File: src/rtl/avr_irq_pkg.sv
// avr_irq_pkg: shared arbiter state type, default sizes and named vector numbers
package avr_irq_pkg;
  localparam int IRQ_NUM_VEC = 45;
  localparam int IRQ_VEC_W   = 6;
  typedef enum logic [1:0] {IDLE, PEND, ACK} irq_state_t;
  localparam logic [IRQ_VEC_W-1:0] VEC_INT0   = 6'd1;
  localparam logic [IRQ_VEC_W-1:0] VEC_INT1   = 6'd2;
  localparam logic [IRQ_VEC_W-1:0] VEC_PCINT0 = 6'd3;
endpackage

File: src/rtl/irq_prio_enc.sv
// irq_prio_enc: combinational lowest-index-wins priority encoder
module irq_prio_enc #(
  parameter int N = 44,
  parameter int W = 6
) (
  input  logic [N-1:0] req,
  output logic [W-1:0] idx,
  output logic         valid
);
  // scan from the top so the lowest set bit is the last to overwrite idx
  always_comb begin
    idx = '0;
    for (int i = N - 1; i >= 0; i--)
      if (req[i]) idx = W'(i);
  end
  assign valid = |req;
endmodule

File: src/rtl/avr_irq_arbiter.sv
// avr_irq_arbiter: fixed-priority IRQ arbiter with RETI gap; optional wake output under IRQ_ARB_WAKE_EN
module avr_irq_arbiter
  import avr_irq_pkg::*;
#(
  parameter int NUM_VEC = IRQ_NUM_VEC,
  parameter int VEC_W   = IRQ_VEC_W
) (
  input  logic               cp2,
  input  logic               ireset,
  input  logic [NUM_VEC-2:0] irq_lines,
  input  logic               sreg_i,
  input  logic               instr_end,
  input  logic               reti,
  input  logic               irq_taken,
  output logic               irq_req,
  output logic [VEC_W-1:0]   irq_vector,
  output logic               irqack,
  output logic [VEC_W-1:0]   irqack_addr
`ifdef IRQ_ARB_WAKE_EN
  ,
  output logic               wake
`endif
);
  irq_state_t state_q, state_d;
  logic [VEC_W-1:0] vec_q, vec_d, win_idx;
  logic gap_q, gap_d, win_valid;
  logic [NUM_VEC-1:0] lines_v;

  irq_prio_enc #(.N(NUM_VEC - 1), .W(VEC_W)) u_enc (
    .req   (irq_lines),
    .idx   (win_idx),
    .valid (win_valid)
  );

  assign lines_v = {irq_lines, 1'b0};

  // next state: RETI gap tracking plus IDLE/PEND/ACK sequencing
  always_comb begin
    gap_d   = reti | (gap_q & ~instr_end);
    state_d = state_q;
    vec_d   = vec_q;
    unique case (state_q)
      IDLE: if (sreg_i && !gap_q && !reti && win_valid) begin
        state_d = PEND;
        vec_d   = win_idx + VEC_W'(1);
      end
      PEND: state_d = irq_taken ? ACK : (!lines_v[vec_q] || !sreg_i) ? IDLE : PEND;
      ACK:  state_d = IDLE;
      default: state_d = IDLE;
    endcase
  end

  // state registers; reset aborts any pending request or ack
  always_ff @(posedge cp2 or negedge ireset) begin
    if (!ireset) begin
      state_q <= IDLE;
      vec_q   <= '0;
      gap_q   <= 1'b0;
    end else begin
      state_q <= state_d;
      vec_q   <= vec_d;
      gap_q   <= gap_d;
    end
  end

  assign irq_req     = state_q == PEND;
  assign irq_vector  = irq_req ? vec_q : '0;
  assign irqack      = state_q == ACK;
  assign irqack_addr = irqack ? vec_q : '0;

`ifdef IRQ_ARB_WAKE_EN
  logic wake_q, wake_d;
  assign wake_d = |irq_lines;
  // any raw request wakes the core, regardless of enable, gap or state
  always_ff @(posedge cp2 or negedge ireset) begin
    if (!ireset) wake_q <= 1'b0;
    else         wake_q <= wake_d;
  end
  assign wake = wake_q;
`endif
endmodule

File: config.mk
export PLATFORM = sky130hd
export DESIGN_NAME = avr_irq_arbiter
export DESIGN_NICKNAME = d
export VERILOG_FILES = /design/src/rtl/avr_irq_pkg.sv /design/src/rtl/irq_prio_enc.sv /design/src/rtl/avr_irq_arbiter.sv
export SDC_FILE = /design/constraint.sdc
export NUM_CORES = 1
export LEC_CHECK = 0
export ABC_AREA = 1
export CAP_MARGIN = 20
export CORE_MARGIN = 1.5
export CORE_UTILIZATION = 30
export CTS_CLUSTER_DIAMETER = 100
export DETAILED_ROUTE_END_ITERATION = 10
export GPL_TIMING_DRIVEN = 0
export SYNTH_ARGS = -nofsm -noshare
export SYNTH_HDL_FRONTEND = slang
export SYNTH_HIERARCHICAL = 1
export SYNTH_SLANG_ARGS = --single-unit
File: constraint.sdc
create_clock -name cp2 -period 3.1 [get_ports cp2]
set_input_delay 0.62 -clock cp2 [delete_from_list [all_inputs] [get_ports cp2]]
set_output_delay 0.62 -clock cp2 [all_outputs]
set_load 0.005 [all_outputs]
Word level (Yosys, flattened, before mapping) --
Cells that the tools add are included.
Word-level totals: register bits after elaboration 9, latch bits 0, memory bits (writable) 0, ROM bits 0, input bits 50, logic and storage cells 74, memories 0
Operators by class: $add $sub $neg 1, $mul 0, div/mod/pow operators 0, $lt $le $gt $ge 1, equal/unequal tests 3, shift operators 0, multiplexer cells 52, bitwise gates (word level) 3, reduce and logical (&&, ||, !) cells 11
Operator list (count):
- $mux W6 | 46
- $reduce_or A44 Y1 | 1
- $lt A6 B7 Y1 const B | 1
- $add A6 B1 Y6 const B | 1
- $bmux W1 S6 | 1
- $logic_not A1 Y1 | 4
- $mux W2 | 2
- $pmux W2 S2 | 1
- $logic_and A1 B1 Y1 | 3
- $eq A2 B1 Y1 const B | 1
- $eq A2 B2 Y1 const B | 1
- $logic_not A2 Y1 | 1
- $mux W1 | 2
- $ne A2 B2 Y1 const B | 1
- $reduce_and A2 Y1 | 1
- $and A1 B1 Y1 | 1
- $logic_or A1 B1 Y1 | 1
- $not A1 Y1 | 1
- $or A1 B1 Y1 | 1

Logic depth before layout (Yosys ltp) --
Gate-level depths: netlist (run 1).
depth in word-level cells 45, mapped depth 48, depth with buffers taken out 48

Modules after synthesis --
The synthesis (run 1) kept the hierarchy.
Modules (own cells, without submodules):
- avr_irq_arbiter | instances 1, cells an instance 183, area each 984.7 um^2, seq. area each 225.2 um^2
- irq_prio_enc | instances 1, cells an instance 158, area each 654.4 um^2, seq. area each 0.0 um^2

Worst setup path before layout (run 1) --
OpenSTA, ideal clock, no wires.
path type in2reg, start point input irq_lines[42], end point register vec_q[4], library setup time 0.135 ns, arrival 3.019 ns, data required time 2.965 ns, slack -0.054 ns, stages 48, path buffers 0, cell sequence inv_1 > nand2_1 > nand2_1 > nand2_1 > nand2_1 > nand2_1 > nand2_1 > nand2_1 > nand2_1 > nand2_1 > nand2_1 > nand2_1 > nand2_1 > nand2_1 > nand2_1 > nand2_1 > nand2_1 > nand2_1 > [12 not listed] > nand2_1 > nand2_1 > nand2_1 > nand2_1 > nand2_1 > nand2_1 > nand2_1 > nand2_1 > nand2_1 > nand2_1 > nand2_1 > nand2_1 > a21oi_2 > ha_1 > nand3_1 > xnor2_1 > nand2_1 > o21ai_0
On the way: longest elaborated chain between the ends 44
RTL lines:
- start, declared | line avr_irq_arbiter.sv:10 | input logic [NUM_VEC-2:0] irq_lines,
- $mux W6 (43 in series) | line irq_prio_enc.sv:14 | if (req[i]) idx = W'(i);
- named net win_idx[0] | line avr_irq_arbiter.sv:25 | logic [VEC_W-1:0] vec_q, vec_d, win_idx;
- $add A6 B1 Y6 | line avr_irq_arbiter.sv:45 | vec_d = win_idx + VEC_W'(1);
- end signal, assigned | line avr_irq_arbiter.sv:61 | vec_q <= vec_d;
- end, declared | line avr_irq_arbiter.sv:25
The timed path passes the listed nets, and every way through them passes these cells. A chain may end at the register's enable or synchronous reset.

Worst setup path after layout (run 1) --
start point input irq_lines[42], end point register vec_q[5]
Same word-level chain as after synthesis.

==> results of run 1 <==
synth_stat cells (all sizes together) (2+ instances only):
master / count
a21oi: 6
a31oi: 3
buf: 5
bufinv: 2
dfrtp: 9
inv: 78
nand2: 119
nand3: 28
nand4: 3
nor2: 63
nor3: 2
o21ai: 12
xor2: 2
layout by cell type, fill, tap and decap left out, types with 2 or more instances in the layout:
cell type and n:
inv_1 72, inv_2 5, nor2_1 62, nand4_1 3, xor2_1 2, a31oi_1 3, dfrtp_1 9, nand3_2 2
nand2_2 3, bufinv_8 2, dlygate4sd2_1 5, nand3_1 26, clkbuf_8 3, buf_2 4, nand2_1 115, clkdlybuf4s50_1 52
buf_4 7, a21oi_1 5, o21ai_0 7, o21ai_1 5, nor3_1 2
power by group through the flow:
| stage | clock network [mW] | registers, mW | logic [mW] |
|---|---|---|---|
| 3_3_place_gp | 0 | 0.148 | 0.395 |
| 6_report | 0.131 | 0.147 | 0.402 |
| 3_5_place_dp | 0 | 0.148 | 0.396 |
| 5_1_grt | 0.141 | 0.148 | 0.454 |
| 4_1_cts | 0.134 | 0.147 | 0.395 |
| 2_1_floorplan | 0 | 0.141 | 0.243 |
cells by family (layout without fill, tap and decap cells):
family                   Yosys count  in the layout  share of synthesized area
AO/OA/AOI/OAI                     25             25                    0.08703
XOR/XNOR                           3              3                    0.01603
adder cells (fa/ha/maj)            1              1                   0.007632
buffers and inverters             85            156                     0.2206
flip-flops                         9              9                     0.1374
AND/OR/NAND/NOR                  218            218                     0.5313
state kept, by name, summed over array words and instances (netlist names):
signal / count
state_q: 2
vec_q: 6
gap_q: 1
final cells by class:
class	count	area (µm²)	area share
multi-input combinational	247	1112	0.4470
timing repair buffer	67	644.4	0.2589
inverter	80	340.3	0.1368
sequential	9	225.2	0.09050
tap	70	87.58	0.03519
clock buffer	4	45.04	0.01810
buffer	5	33.78	0.01357
final timing paths:
| path | start | end | slack (ps) | cells after the start |
|---|---|---|---|---|
| min reg2reg | gap_q | gap_q | 530 | 2 |
| max reg2reg | state_q[1] | vec_q[3] | 1600 | 7 |
| min | gap_q | gap_q | 530 | 2 |
| max | irq_lines[42] | vec_q[5] | -300 | 49 |
| max in group asynchronous | ireset | gap_q | 2130 | 1 |
| min in group asynchronous | ireset | state_q[1] | 690 | 1 |
tightest hold or removal path, cell delays in order, from the launching register on:
cell and delay (ps):
dfrtp_1 350, inv_1 60, o21ai_0 70
timing repair:
item,in CTS,in global routing
gates cloned,0,0
endpoints found under the setup margin,6,6
gates resized for setup,32,16
endpoints found under the hold margin,0,0
setup buffers,2,2
pin swaps,7,13
metal layers:
layer | share of wire | vias to the layer above
met4 | 0 | 0
met1 | 0.48 | 925
li1 | - | 1157
met3 | 0.037 | 0
met5 | 0 | -
met2 | 0.48 | 42
through the flow:
stage	setup TNS (ps)	instance area [µm²]	total power, mW
2_1_floorplan	-39.34	1649	0.3844
3_3_place_gp	-5269	2367	0.5435
3_5_place_dp	-5423	2367	0.5442
4_1_cts	-1451	2419	0.6756
5_1_grt	-3393	2489	0.7431
6_report	-1038	2489	0.6802
==> summary.txt, run 1 <==
Critical path
  – Setup crit end kind: flop
  – Worst Path Class, Setup: input pin to flop
  – CP required: 3250 ps
  – Most Frequent Cell on Critical Path: nand2_1
  – Worst EP arrival: 3550 ps
  – CP Launch Type: input pin
  – Buf+Inv Stages, Crit Path: 2
  – CP max stage delay: 180 ps
  – Crit-path max FO: 3
  – Slowest-stage cell, CP: a21oi_4
  – CP top delay family: simple AND/OR/NAND/NOR gates

Timing
  – Min Tclk post-route: 3396 ps
  – Layout Skew: 3.322 ps
  – Final Setup Violations: 5
  – Max_slew headroom: 0.6160
  – Final Cycle Share: 1.095
  – Hold Fails Final Rpt: 0
  – Minimum hold slack: 531.6 ps
  – Worst Tran Pin Value: 572.6 ps
  – Max Slew Vio Count: 0
  – Unrepaired setup endpoints after global routing: true
  – Setup slack after layout: -295.7 ps
  – Fmax achieved: 294.5 MHz

Route
  – Remaining antenna violation count: 0
  – Wire per inst: 10.96 µm
  – DRC viols: 0
  – Routed WL: 5.284 mm
  – Via count: 2,124
  – Pre-Repair DR Iteration Count: 4
  – Vias/cell: 4.407
  – Initial DRC Count: 104

Floorplanning
  – FP Rows: 26
  – Die H: 76.92 µm
  – Die area: 5916 µm²
  – Die X: 76.92 µm
  – Top Ports: 64
  – Initial cell density of the core: 0.3169
  – Core area: 5172 µm²

Final layout
  – Util after Layout: 0.4811
  – Filler cell count: 578
  – Fin cells: 482
  – Synth-to-layout area growth: 51.83%
  – Ant diodes: 0
  – Share of cells above drive strength 1: 0.08738
  – Nets: 464

Synth
  – Post-synthesis sequential area ratio: 0.1374
  – Post-synthesis net count: 392
  – Main flop type after synthesis: dfrtp_1
  – Syn_area_per_cell: 4.807 µm²
  – Number of synthesized flops with an enable pin: 0
  – Syn Inst Count: 341
  – Synth cell types: 26
  – FFs w/ async S/R, synth: 1.000
  – Top cells by area, synth: nand2_1 (27%), inv_1 (17%), nor2_1 (14%), dfrtp_1 (14%), nand3_1 (8.5%)
  – Synth top area share: 0.2725
  – Yosys warnings: 6
  – Area of the mapped netlist: 1639 µm²
  – Top cell type by total area after synthesis: nand2_1
  – Register bit count reported by yosys: 9

Power and ir drop
  – Int Power: 391.8 µW
  – Clock Power Share: 0.193
  – Max VDD drop: 0.1957 mV
  – Logic gate share of total power: 0.592
  – Leakage: 1.333 nW
  – Net switching power: 288.5 µW
  – PD cells: 273.3 nW/µm²
  – Sequential power share: 0.216
  – Switch share: 0.4241

Clock tree
  – Clock Sinks: 9
  – Clock Pin Slew Worst Setup and Hold Paths: 40 ps
  – CTS HTree Levels: 1
  – CTS tree: yes
  – Worst-Skew Late Latency: 230 ps
  – Clock Tree Root: clkbuf_8
  – Num CTS Buffers: 3
  – Longest Clk Path Bufs: 2
  – Hold-fix buffers, CTS: 0

Flow run
  – Max cap viols: 0

Placed design
  – Gpl congestion: 0.8425
  – Detailed placer's ending HPWL: 4.196 mm
  – Post-Place Cells: 474
  – Dpl ws: -1058 ps
  – Port buffer count: 63

Global routing
  – Grt ovf: 0
  – Met2 Track Usage GR: 0.3310
  – M1 GR Usage: 0.2407
  – GRT busiest layer: met2
  – Pin count of the biggest net entering global routing: 11
  – Vias in the first global route: 2,019
  – Met3 Usage GRT: 0.02500
  – First-pass GRT wire length: 9.059 mm
  – Total Routing Usage GR: 0.1844
  – Initial antenna violation count: 0

Run status
  – Status: complete, but fails checks
  – Failing checks: negative setup slack

Hold path
  – Hold Path Class: flop to flop
Power figures use the tool's default switching activity.
==> run 2, diff against run 1 <==
--- a/config.mk
+++ b/config.mk
@@ -6,12 +6,14 @@
 export NUM_CORES = 1
 export LEC_CHECK = 0
 export ABC_AREA = 1
-export CAP_MARGIN = 20
+export CELL_PAD_IN_SITES_DETAIL_PLACEMENT = 1
+export CELL_PAD_IN_SITES_GLOBAL_PLACEMENT = 1
 export CORE_MARGIN = 1.5
 export CORE_UTILIZATION = 30
-export CTS_CLUSTER_DIAMETER = 100
+export CTS_CLUSTER_DIAMETER = 30
 export DETAILED_ROUTE_END_ITERATION = 10
 export GPL_TIMING_DRIVEN = 0
+export PLACE_DENSITY_LB_ADDON = 0.1
 export SYNTH_ARGS = -nofsm -noshare
 export SYNTH_HDL_FRONTEND = slang
 export SYNTH_HIERARCHICAL = 1
==> run 2 against run 1 <==
The flow still finishes with violations (negative setup slack). Sequential share of layout area down 0.099 points. Global-route usage up 3.7 points. Setup slack worse by 25 ps. Worst hold slack worse by 2.9 ps. Clock skew up 4.1 ps. Final cell count unchanged. Register-to-register slack worse by 70 ps. First-iteration DRC count down 26%. Non-clock buffer count unchanged. Highest routed layer is now met4.
==> summary.txt, run 2 (synthesis gave the netlist of run 1 again) <==
Placed design
  – Gpl congestion: 0.8863
  – Detailed placer's ending HPWL: 5.090 mm
  – Port buffer count: 63

Critical path
  – Worst EP arrival: 3520 ps
  – Worst Path Class, Setup: input pin to flop
  – CP max stage delay: 170 ps
  – R2r setup slk: 1530 ps
  – Setup crit end kind: flop
  – CP Launch Type: input pin
  – Most Frequent Cell on Critical Path: nand2_1
  – Slowest-stage cell, CP: a21oi_4
  – CP required: 3200 ps
  – Crit-path max FO: 3

Timing
  – Min Tclk post-route: 3420 ps
  – Worst Tran Pin Value: 542.7 ps
  – Unrepaired setup endpoints after global routing: true
  – Final Setup Violations: 5
  – Max_slew headroom: 0.6360
  – Fmax achieved: 292.4 MHz
  – Hold Fails Final Rpt: 0
  – Final Cycle Share: 1.103
  – Max Slew Vio Count: 0
  – Setup slack after layout: -320.2 ps
  – Layout Skew: 7.441 ps

Run status
  – Status: complete, but fails checks
  – Failing checks: negative setup slack

Final layout
  – Most common cell after layout, fill and taps aside: nand2_1
  – Ant diodes: 0
  – Util after Layout: 0.4865
  – Largest register FFs: 6
  – Largest Register: vec_q
  – Synth-to-layout area growth: 53.51%
  – Most frequent cells in the layout: nand2_1 (110), inv_1 (72), nor2_1 (62), clkdlybuf4s50_1 (53), nand3_1 (26)
  – Nets: 464
  – Share of cells above drive strength 1: 0.1019
  – Largest regs: vec_q x6, state_q x2, gap_q x1

Route
  – Vias/cell: 4.697
  – DRC viols: 0
  – Pre-Repair DR Iteration Count: 4
  – Remaining antenna violation count: 0
  – Via count: 2,264
  – Routed met1 length: 2.774 mm
  – Initial DRC Count: 77
  – DR WL met2: 3.355 mm
  – Routed WL: 6.523 mm
  – Top Layer Used: met4
  – Wire per inst: 13.53 µm
  – Met3 WL: 212 µm

Clock tree
  – CTS HTree Levels: 1
  – Longest Clk Path Bufs: 2
  – Clock Pin Slew Worst Setup and Hold Paths: 50 ps
  – Hold-fix buffers, CTS: 0
  – Num CTS Buffers: 3
  – CTS tree: yes
  – Clock Tree Root: clkbuf_8
  – Clock Sinks: 9
  – Worst-Skew Late Latency: 240 ps

Floorplanning
  – FP Rows: 26
  – Die area: 5916 µm²
  – Core area: 5172 µm²
  – Die X: 76.92 µm
  – Top Ports: 64
  – Initial cell density of the core: 0.3169
  – Die H: 76.92 µm

Global routing
  – Initial antenna violation count: 0
  – Vias in the first global route: 2,201
  – Pin count of the biggest net entering global routing: 11
  – Grt ovf: 0
  – First-pass GRT wire length: 10.56 mm
  – Total Routing Usage GR: 0.2217

Power and ir drop
  – Max VDD drop: 0.2714 mV
  – Leakage: 1.336 nW
  – PD cells: 278.0 nW/µm²
  – Pwr Total: 699.6 µW

Flow run
  – Max cap viols: 0

Hold path
  – Hold Path Class: flop to flop
run 2: cell count changes in the layout (fill, tap and decap cells not counted), sizes merged:
cell           before  now
clkdlybuf4s50      52   53
dlygate4sd2         5    4
clkbuf              5    4
clkdlybuf4s15       1    2
run 2: path summary, 6_finish.rpt:
path	startpoint	end	cells after the start
worst max register to register	state_q[0]	vec_q[0]	6
max in group asynchronous	ireset	gap_q	1
worst min-delay path	gap_q	gap_q	2
worst min register to register	gap_q	gap_q	2
min in group asynchronous	ireset	vec_q[1]	1
worst max-delay path	irq_lines[42]	vec_q[4]	49
run 2: layer usage:
| metal | vias up | track usage |
|---|---|---|
| met5 | - | 0 |
| met4 | 0 | 0.06852 |
| met3 | 15 | 0.02738 |
| met2 | 48 | 0.4097 |
| met1 | 1044 | 0.2631 |
| li1 | 1157 | - |
run 2: stage by stage:
step / worst slack, ps / TNS (ps) / instances / hold WS, ps / instance area (µm²)
final: -320.2 / -1272 / 482 / 528.6 / 2516
after global placement: -1032 / -5375 / 474 / 515.8 / 2367
after global routing: -803.3 / -3952 / 482 / 567.4 / 2516
after detailed placement: -1127 / -5784 / 474 / 520.8 / 2367
after floorplan: -35.99 / -39.34 / 341 / 324.4 / 1649
after CTS: -376.0 / -1511 / 482 / 528.9 / 2470
run 2: area by class of cell:
cell class,instances,area (µm²)
Buffer,5,33.78
Clock buffer,4,45.04
Fill cell,736,2656
Inverter,80,340.3
Multi-Input combinational cell,247,1129
Sequential cell,9,225.2
Tap cell,70,87.58
Timing Repair Buffer,67,655.6
run 2: worst max-delay path: cells and delay by family:
kind                     cells  cell delay [ps]
AND/OR/NAND/NOR             43             2160
AO/OA/AOI/OAI                2              240
XOR/XNOR                     1              170
adder cells (fa/ha/maj)      1              160
buffers and inverters        2              150
run 2: repair_timing:
item,4_1_cts,5_1_grt
setup endpoints to repair,6,6
resized for setup,38,14
setup buffers,4,0
pin swaps,4,5
run 2: power by group:
group / total, mW / internal [mW] / switching [mW]
Clock: 0.139 / 0.0898 / 0.0487
Combinational: 0.414 / 0.174 / 0.240
Sequential: 0.147 / 0.130 / 0.0170
==> run 3, diff against run 2 <==
--- a/config.mk
+++ b/config.mk
@@ -5,7 +5,6 @@
 export SDC_FILE = /design/constraint.sdc
 export NUM_CORES = 1
 export LEC_CHECK = 0
-export ABC_AREA = 1
 export CELL_PAD_IN_SITES_DETAIL_PLACEMENT = 1
 export CELL_PAD_IN_SITES_GLOBAL_PLACEMENT = 1
 export CORE_MARGIN = 1.5
==> run 3 against run 2 <==
The run now ends clean. Critical endpoint is now vec_q[5]. Highest routed layer unchanged. Worst hold slack got worse by 41 ps. Count of clock-buffer cells in the layout unchanged. Largest power group unchanged. Die area decreased by 6.2%. Non-clock buffer count decreased by 1.
==> summary.txt, run 3 <==
Clock tree
  – Clock Pin Slew Worst Setup and Hold Paths: 50 ps
  – Postcts setup bufs: 0
  – CTS HTree Levels: 1
  – Hold-fix buffers, CTS: 0
  – Num CTS Buffers: 3
  – Clock Sinks: 9
  – Longest Clk Path Bufs: 2
  – CTS tree: yes
  – Clock Tree Root: clkbuf_8
  – Post-CTS Resized: 0
  – Worst-Skew Late Latency: 230 ps

Route
  – Vias/cell: 5.431
  – Pre-Repair DR Iteration Count: 4
  – Remaining antenna violation count: 0
  – Routed WL: 5.130 mm
  – Wire per inst: 16.03 µm
  – Via count: 1,738
  – DRC viols: 0
  – Initial DRC Count: 53

Floorplanning
  – Initial cell density of the core: 0.3184
  – Die area: 5551 µm²
  – Die X: 74.51 µm
  – FP Rows: 25
  – Core area: 4817 µm²
  – Top Ports: 64
  – Die H: 74.51 µm

Final layout
  – Util after Layout: 0.4761
  – Most common cell after layout, fill and taps aside: clkdlybuf4s50_1
  – Largest Register: vec_q
  – Synth-to-layout area growth: 49.51%
  – Nets: 305
  – Share of cells above drive strength 1: 0.09486
  – Largest regs: vec_q x6, state_q x2, gap_q x1
  – Post-route cell area: 2293 µm²
  – Largest register FFs: 6
  – Ant diodes: 0
  – Most frequent cells in the layout: clkdlybuf4s50_1 (63), nor2_1 (17), nand2_1 (13), nor4_1 (13)

Synth
  – Commonest cells in the netlist: nor2_1 (17), nand2_1 (13), nor4_1 (13)
  – Yosys warnings: 6
  – Most numerous cell in the Yosys netlist: nor2_1
  – Post-synthesis sequential area ratio: 0.1468
  – FFs w/ async S/R, synth: 1.000
  – Post-synthesis net count: 237
  – Synth top area share: 0.1468
  – Number of synthesized flops with an enable pin: 0
  – Top cell type by total area after synthesis: dfrtp_1
  – Main flop type after synthesis: dfrtp_1
  – Top cells by area, synth: dfrtp_1 (15%), mux4_1 (10%), nor4_1 (5.3%), and2_1 (4.5%), mux4_2 (4.4%)
  – Syn Inst Count: 186
  – Register bit count reported by yosys: 9
  – Area of the mapped netlist: 1534 µm²
  – Syn_area_per_cell: 8.247 µm²
  – Synth cell types: 57

Placed design
  – Port buffer count: 63
  – Gpl congestion: 0.7973
  – Detailed placer's ending HPWL: 4.234 mm
  – Dpl ws: 79.73 ps
  – Placed Area: 2248 µm²

Critical path
  – Slowest-stage cell, CP: clkdlybuf4s50_1
  – Worst EP arrival: 2940 ps
  – Crit-path max FO: 5
  – CP required: 3250 ps
  – Cell Chain, Critical Path: clkdlybuf4s50_1 > nor4_1 > a21oi_1 > o21ai_0 > o21ai_1 > a21boi_1 > and3_1 > nand3_1 > xor2_1 > o21ai_0
  – Setup crit end kind: flop
  – CP top delay family: compound AO/OA/AOI/OAI gates
  – CP Launch Type: input pin
  – CP max stage delay: 490 ps
  – Buf+Inv Stages, Crit Path: 1
  – Most Frequent Cell on Critical Path: o21ai_0
  – Worst Path Class, Setup: input pin to flop

Timing
  – Max_slew headroom: 0.6349
  – Layout Skew: 4.967 ps
  – Hold Fails Final Rpt: 0
  – Post-route setup TNS: 0 ps
  – Unrepaired setup endpoints after global routing: false
  – Final Cycle Share: 0.8993
  – Worst Tran Pin Value: 546.3 ps
  – Minimum hold slack: 487.9 ps
  – Min Tclk post-route: 2788 ps
  – Max Slew Vio Count: 0
  – Fmax achieved: 358.7 MHz
  – Final Setup Violations: 0
  – Setup slack after layout: 312.1 ps

Global routing
  – Grt ovf: 0
  – Pin count of the biggest net entering global routing: 11
  – Vias in the first global route: 1,732
  – Total Routing Usage GR: 0.1955
  – Initial antenna violation count: 0
  – First-pass GRT wire length: 8.300 mm

Power and ir drop
  – Leakage: 0.8421 nW
  – Max VDD drop: 0.1603 mV
  – PD cells: 279.2 nW/µm²

Hold path
  – Hold Path Class: flop to flop

Flow run
  – Max cap viols: 0

Run status
  – Status: finished, final reports clean
## run 3: routing by layer
metal	routed length, µm	share of wire	track usage
met5	0	0	0
met4	24	0.0047	0.03434
met3	220	0.043	0.02981
met2	2504	0.49	0.3403
met1	2381	0.46	0.2600
## run 3: worst paths after layout
| kind | from | to | slack [ps] | cells past startpoint |
|---|---|---|---|---|
| max in group asynchronous | ireset | vec_q[5] | 2100 | 1 |
| worst min register to register | gap_q | gap_q | 490 | 1 |
| worst min-delay path | gap_q | gap_q | 490 | 1 |
| worst max-delay path | irq_lines[35] | vec_q[5] | 310 | 10 |
| worst max register to register | vec_q[0] | state_q[0] | 1210 | 6 |
| min in group asynchronous | ireset | vec_q[4] | 690 | 1 |
## run 3: area by class of cell
class | instances | area [µm²]
Timing Repair Buffer | 63 | 630.6
Sequential cell | 9 | 225.2
Multi-Input combinational cell | 160 | 1196
Tap cell | 67 | 83.83
Fill cell | 601 | 2524
Buffer | 8 | 78.83
Clock buffer | 4 | 45.04
Inverter | 9 | 33.78
## run 3: power breakdown
group | internal [mW] | switching [mW]
registers | 0.129 | 0.00747
clock network | 0.0898 | 0.0479
logic | 0.203 | 0.163
total | 0.422 | 0.219
## run 3: cells by family after synthesis
family / share of synthesized area
mux: 0.1803
fa+ha+maj: 0.008155
compound gates: 0.2039
flops: 0.1468
buf+inv: 0.07340
simple gates: 0.3646
xor+xnor: 0.02284
## run 3: worst register-to-register path, delay by kind of cell (launching register included)
family	cells	cell delay (ps)
AO/OA/AOI/OAI	3	620
AND/OR/NAND/NOR	1	500
flip-flops	1	370
buffers and inverters	2	300
## run 3: per-stage QoR
stage | power, mW | std cells
after floorplan | 0.3532 | 186
after global placement | 0.5046 | 316
after detailed placement | 0.5076 | 316
after CTS | 0.6481 | 320
after global routing | 0.6866 | 320
final | 0.6404 | 320
